`src/rtl/demux_1x8_scan_controller.sv`:
```
// Serialises an 8-bit frame onto a downstream 1x8 demux: bit k is driven on
// I_out while sel=k for DWELL cycles, channels 0..7 in ascending order.
module demux_1x8_scan_controller #(
  parameter int unsigned DWELL = 1
) (
  input  logic       clk,
  input  logic       rst_n,
  input  logic [7:0] data_in,
  input  logic       in_valid,
  output logic       in_ready,
  input  logic       hold,
  output logic       I_out,
  output logic [2:0] sel,
  output logic       out_en,
  output logic       busy,
  output logic       frame_done
);

  localparam int unsigned FRAME_W    = 8;
  localparam int unsigned CH_W       = 3;
  localparam int unsigned DWELL_W    = 8;
  localparam logic [DWELL_W-1:0] DWELL_LAST = DWELL_W'(DWELL - 1);
  localparam logic [CH_W-1:0]    LAST_CH    = CH_W'(FRAME_W - 1);

  typedef enum logic {
    IDLE = 1'b0,
    SCAN = 1'b1
  } state_t;

  state_t               state;
  logic [CH_W-1:0]      channel;
  logic [DWELL_W-1:0]   dwell;
  logic [FRAME_W-1:0]   frame;
  logic                 armed;

  logic dwell_end_c;
  logic last_c;
  logic accept_c;

  // Last dwell cycle of the current channel, and of the whole frame.
  assign dwell_end_c = (dwell == DWELL_LAST);
  assign last_c      = (state == SCAN) && (channel == LAST_CH) && dwell_end_c;

  // armed keeps in_ready low while in reset and until the first edge after it.
  assign in_ready = armed && ((state == IDLE) || last_c) && !hold;
  assign accept_c = in_valid && in_ready;

  // Scan FSM with registered demux drive, status and completion pulse.
  always_ff @(posedge clk or negedge rst_n) begin
    if (!rst_n) begin
      state      <= IDLE;
      channel    <= '0;
      dwell      <= '0;
      frame      <= '0;
      armed      <= 1'b0;
      sel        <= '0;
      I_out      <= 1'b0;
      out_en     <= 1'b0;
      busy       <= 1'b0;
      frame_done <= 1'b0;
    end else begin
      armed      <= 1'b1;
      frame_done <= 1'b0;
      if (!hold) begin
        if (last_c) begin
          frame_done <= 1'b1;
        end
        if (accept_c) begin
          state   <= SCAN;
          channel <= '0;
          dwell   <= '0;
          frame   <= data_in;
          sel     <= '0;
          I_out   <= data_in[0];
          out_en  <= 1'b1;
          busy    <= 1'b1;
        end else if (state == SCAN) begin
          if (!dwell_end_c) begin
            dwell <= dwell + DWELL_W'(1);
          end else if (channel != LAST_CH) begin
            channel <= channel + CH_W'(1);
            dwell   <= '0;
            sel     <= channel + CH_W'(1);
            I_out   <= frame[channel + CH_W'(1)];
          end else begin
            state   <= IDLE;
            channel <= '0;
            dwell   <= '0;
            sel     <= '0;
            I_out   <= 1'b0;
            out_en  <= 1'b0;
            busy    <= 1'b0;
          end
        end
      end
    end
  end

endmodule

```
`config.mk`:
```
export PLATFORM = sky130hd
export DESIGN_NAME = demux_1x8_scan_controller
export DESIGN_NICKNAME = d
export VERILOG_FILES = /design/src/rtl/demux_1x8_scan_controller.sv
export SDC_FILE = /design/constraint.sdc
export NUM_CORES = 1
export LEC_CHECK = 0
export CORE_UTILIZATION = 29
export DETAILED_ROUTE_END_ITERATION = 10
export PLACE_DENSITY = 0.48
export SYNTH_ARGS = -nofsm -noshare
export SYNTH_HDL_FRONTEND = slang
export SYNTH_SLANG_ARGS = --single-unit
export TNS_END_PERCENT = 10
```
`constraint.sdc`:
```
create_clock -name clk -period 1.95 [get_ports clk]
set_input_delay 0.2925 -clock clk [delete_from_list [all_inputs] [get_ports clk]]
set_output_delay 0.2925 -clock clk [all_outputs]
set_load 0.05 [all_outputs]
```
==> metrics.md <==
| Metric | Value |
|---|---|
| Outcome | `finished, violations left` |
| Failing checks | `setup timing` |
| Seq/Total Area, Yosys | `46.6%` |
| Buf/Inv on CP | `2` |
| CP peak stage delay | `roughly 550 ps` |
| WL met3 | `73 µm` |
| Drt wl/cell | `14.0 µm` |
| # IOs | `20` |
| Uppermost layer routed | `met4` |
| Tot GR Track Use | `13.4%` |
| Max_cap viols | `0` |
| R2r setup slk | `around 10 ps` |
| Leakage | `0.000759 µW` |
| Die Ht | `68.6 µm` |
| Antenna viol nets, final | `0` |
| Reg2reg path depth | `6` |
| Met2 wire length | `1310 µm` |
| Largest area contributor in the netlist | `dfrtp_1` |
| RSZ-0062 raised after global routing | `yes` |
| Period minus WS final | `2250 ps` |
| Post-synth EDFFs | `0` |
| CP Data Required Time | `1660 ps` |
| DRC Markers | `0` |
| Mapped Nets | `approximately 130` |
| Final period util | `115%` |
| CP endpoint kind | `output port` |
| Clk pin slew, worst setup/hold paths | `~90 ps` |
| # hold bufs at CTS | `0` |
| Placer congestion estimate | `0.779` |
| Row count | `23` |
| Global-route wire length before repair | `4550 µm` |
| Max transition margin | `66.7%` |
| Yosys reg bits | `24` |
| CP Cell Sequence | `inv_2 > ha_4 > or4bb_4 > o21ai_4 > and3_4 > buf_12` |
| Final max-slew violation count | `0` |
| Pwr dens | `1390 nW/µm²` |
| Worst hold margin | `387 ps` |
| Largest net degree at the start of global routing | `25` |
| Fraction of layout cells with a size suffix above 1 | `32.9%` |
| Initial DRC count | `46` |
| Initial antenna violation count | `0` |
| Finished Layout Cells | `about 200` |
| Final hold viol count | `0` |
| Worst slew pin tran | `498 ps` |
| CTS Buffer Depth | `2` |
| Via count | `974` |
| TritonCTS clock tree | `done` |
| Num CTS Buffers | `3` |
| Dpl cells | `roughly 190` |
| Setup CP Type | `reg -> out` |
| CP max stage cell | `or4bb_4` |
| Vias in the first global route | `974` |
| Util after Layout | `41.6%` |
| PortBufs | `19` |
| Total power | `2400 µW` |
| Worst clock skew | `6.55 ps` |
| Yosys top cell area share | `46.6%` |
| Setup TNS | `-300 ps` |
| Chip width | `68.6 µm` |
| Drt via density | `4.97` |
| Area grow syn2layout | `34.0%` |
| N_diodes | `0` |
| Delay-heaviest family, CP | `simple AND/OR/NAND/NOR gates` |
| Clk sink count | `24` |
| M1 WL | `roughly 1300 µm` |
| R2R Path End | `frame[1]$_DFFE_PN0P_` |
| Root buffer cell | `clkbuf_8` |
| Reg-to-reg critical path startpoint | `dwell[0]$_DFFE_PN0P_` |
| Achievable frequency | `444 MHz` |
| Cells after Synth | `112` |
| Clk Latency, worst-skew pair | `260 ps` |
| Synth area leaders | `dfrtp_1 (47%), mux2_4 (8.2%), ha_1 (3.9%)` |
| HPWL after DPL | `2040 µm` |
| Final setup viols | `1` |
| Initial Util | `31.1%` |
| Syn. warnings | `0` |
| Critical Path Start Type | `flop` |
| Worst Hold Class | `in -> async` |
| Core region area | `4140 µm²` |
| Distinct cells, synth | `40` |
| Worst vdd ir | `0.627 mV` |
| Router iterations before antenna repair | `4` |
| Top FF cell, synth | `dfrtp_1` |
| Fraction of registers with async set/reset | `100%` |
| CP arrival | `1960 ps` |
| Die area | `4710 µm²` |
| H-Tree Level Count | `1` |
| GRT Residual Overflow | `0` |
| Post-Syn Area | `1290 µm²` |
| Setup Buffers After CTS | `0` |
| Post-route setup slack | `-300 ps` |
| Mapped Avg Cell Area | `approximately 11 µm²` |
| Post-Route WL | `2750 µm` |
| Crit path max fanout | `4` |
| Nets | `between 150 and 200` |
## cells by family (layout without fill, tap and decap cells)
kind of cell	after synthesis	in the layout	share of synthesized area [%]
XOR/XNOR	3	3	2.04
AND/OR/NAND/NOR	38	38	17.7
other	1	1	0.291
multiplexers	12	12	14.2
AO/OA/AOI/OAI	21	21	12.0
flip-flops	24	24	46.6
adder cells (fa/ha/maj)	4	4	3.89
buffers and inverters	9	43	3.30
## placed cells by master, fill, tap and decap left out, types with 2 or more instances in the layout
cell type / synthesis / final
dfrtp_1: 24 / 22
clkdlybuf4s50_1: 0 / 17
buf_4: 2 / 16
nor2_1: 9 / 9
mux2_4: 7 / 7
a21oi_1: 5 / 5
o21ai_0: 5 / 5
nand3_1: 5 / 5
inv_1: 6 / 4
nand2_1: 4 / 4
nor4_1: 3 / 3
nand4_1: 3 / 3
xnor2_1: 3 / 3
ha_4: 0 / 3
clkbuf_8: 0 / 3
inv_2: 0 / 2
a31oi_1: 2 / 2
mux2_2: 2 / 2
mux4_2: 2 / 2
and2_1: 2 / 2
nor3_1: 2 / 2
dfrtp_2: 0 / 2
## stage by stage
step / worst slack [ps] / instance area, µm²
after floorplan: -193 / 1320
after CTS: -307 / 1730
after detailed placement: -99.0 / 1670
after global placement: -69.9 / 1670
after global routing: -373 / 1730
final: -300 / 1730
## Yosys cell counts (2+ instances only)
cell type and count:
dfrtp_1 24, nor2_1 9, mux2_4 7, inv_1 6, a21oi_1 5, nand3_1 5
o21ai_0 5, ha_1 4, nand2_1 4, nand4_1 3, nor4_1 3, xnor2_1 3
a31oi_1 2, and2_1 2, buf_4 2, mux2_2 2, mux4_2 2, nor3_1 2
## final cells by class
cell class	instances	area, µm²
clock buffers	3	41.3
fillers	407	2420
inverters	6	22.5
multi-input cells	79	686
flip-flops and latches	24	603
well taps	50	62.6
repair buffers	34	310
## report_power, final
group | total, µW | switching (µW) | leakage [µW] | internal, µW
Clock | 295 | 157 | 0.0000216 | 138
Sequential | 813 | 141 | 0.000302 | 672
Combinational | 1290 | 634 | 0.000435 | 653
Total | 2400 | 933 | 0.000759 | 1460
## sequential cells by signal, summed over array words and instances, names as in the netlist
register and flops:
channel 3, frame 8, frame_done 1, I_out 1, busy 1, armed 1
state 1, dwell 8
## worst register-to-register path: stages (launching register included)
cell	delay (ps)
dfrtp_1	400
inv_2	70
ha_4	150
or4bb_4	550
o21ai_4	180
nand2_4	150
mux2_4	340
## worst max path at each step
stage               cells past startpoint        to  slack [ps]                    from
floorplan                               5  in_ready        -190  channel[0]$_DFFE_PN0P_
global route                            6  in_ready        -370    dwell[1]$_DFFE_PN0P_
detailed placement                      6  in_ready        -100    dwell[1]$_DFFE_PN0P_
finish                                  6  in_ready        -300    dwell[0]$_DFFE_PN0P_
CTS                                     6  in_ready        -310    dwell[0]$_DFFE_PN0P_
global placement                        6  in_ready         -70    dwell[1]$_DFFE_PN0P_
## metal layers
metal  vias up  track usage, %
li1        477               -
met5         -               0
met3         2            2.14
met4         0            5.47
met2        17            21.3
met1       478            17.9
## timing repair
item	4_1_cts	5_1_grt
resized for setup	4	0
pin swaps	2	0
endpoints found under the setup margin	9	8
Note: power is estimated with default switching activity, not from simulation.
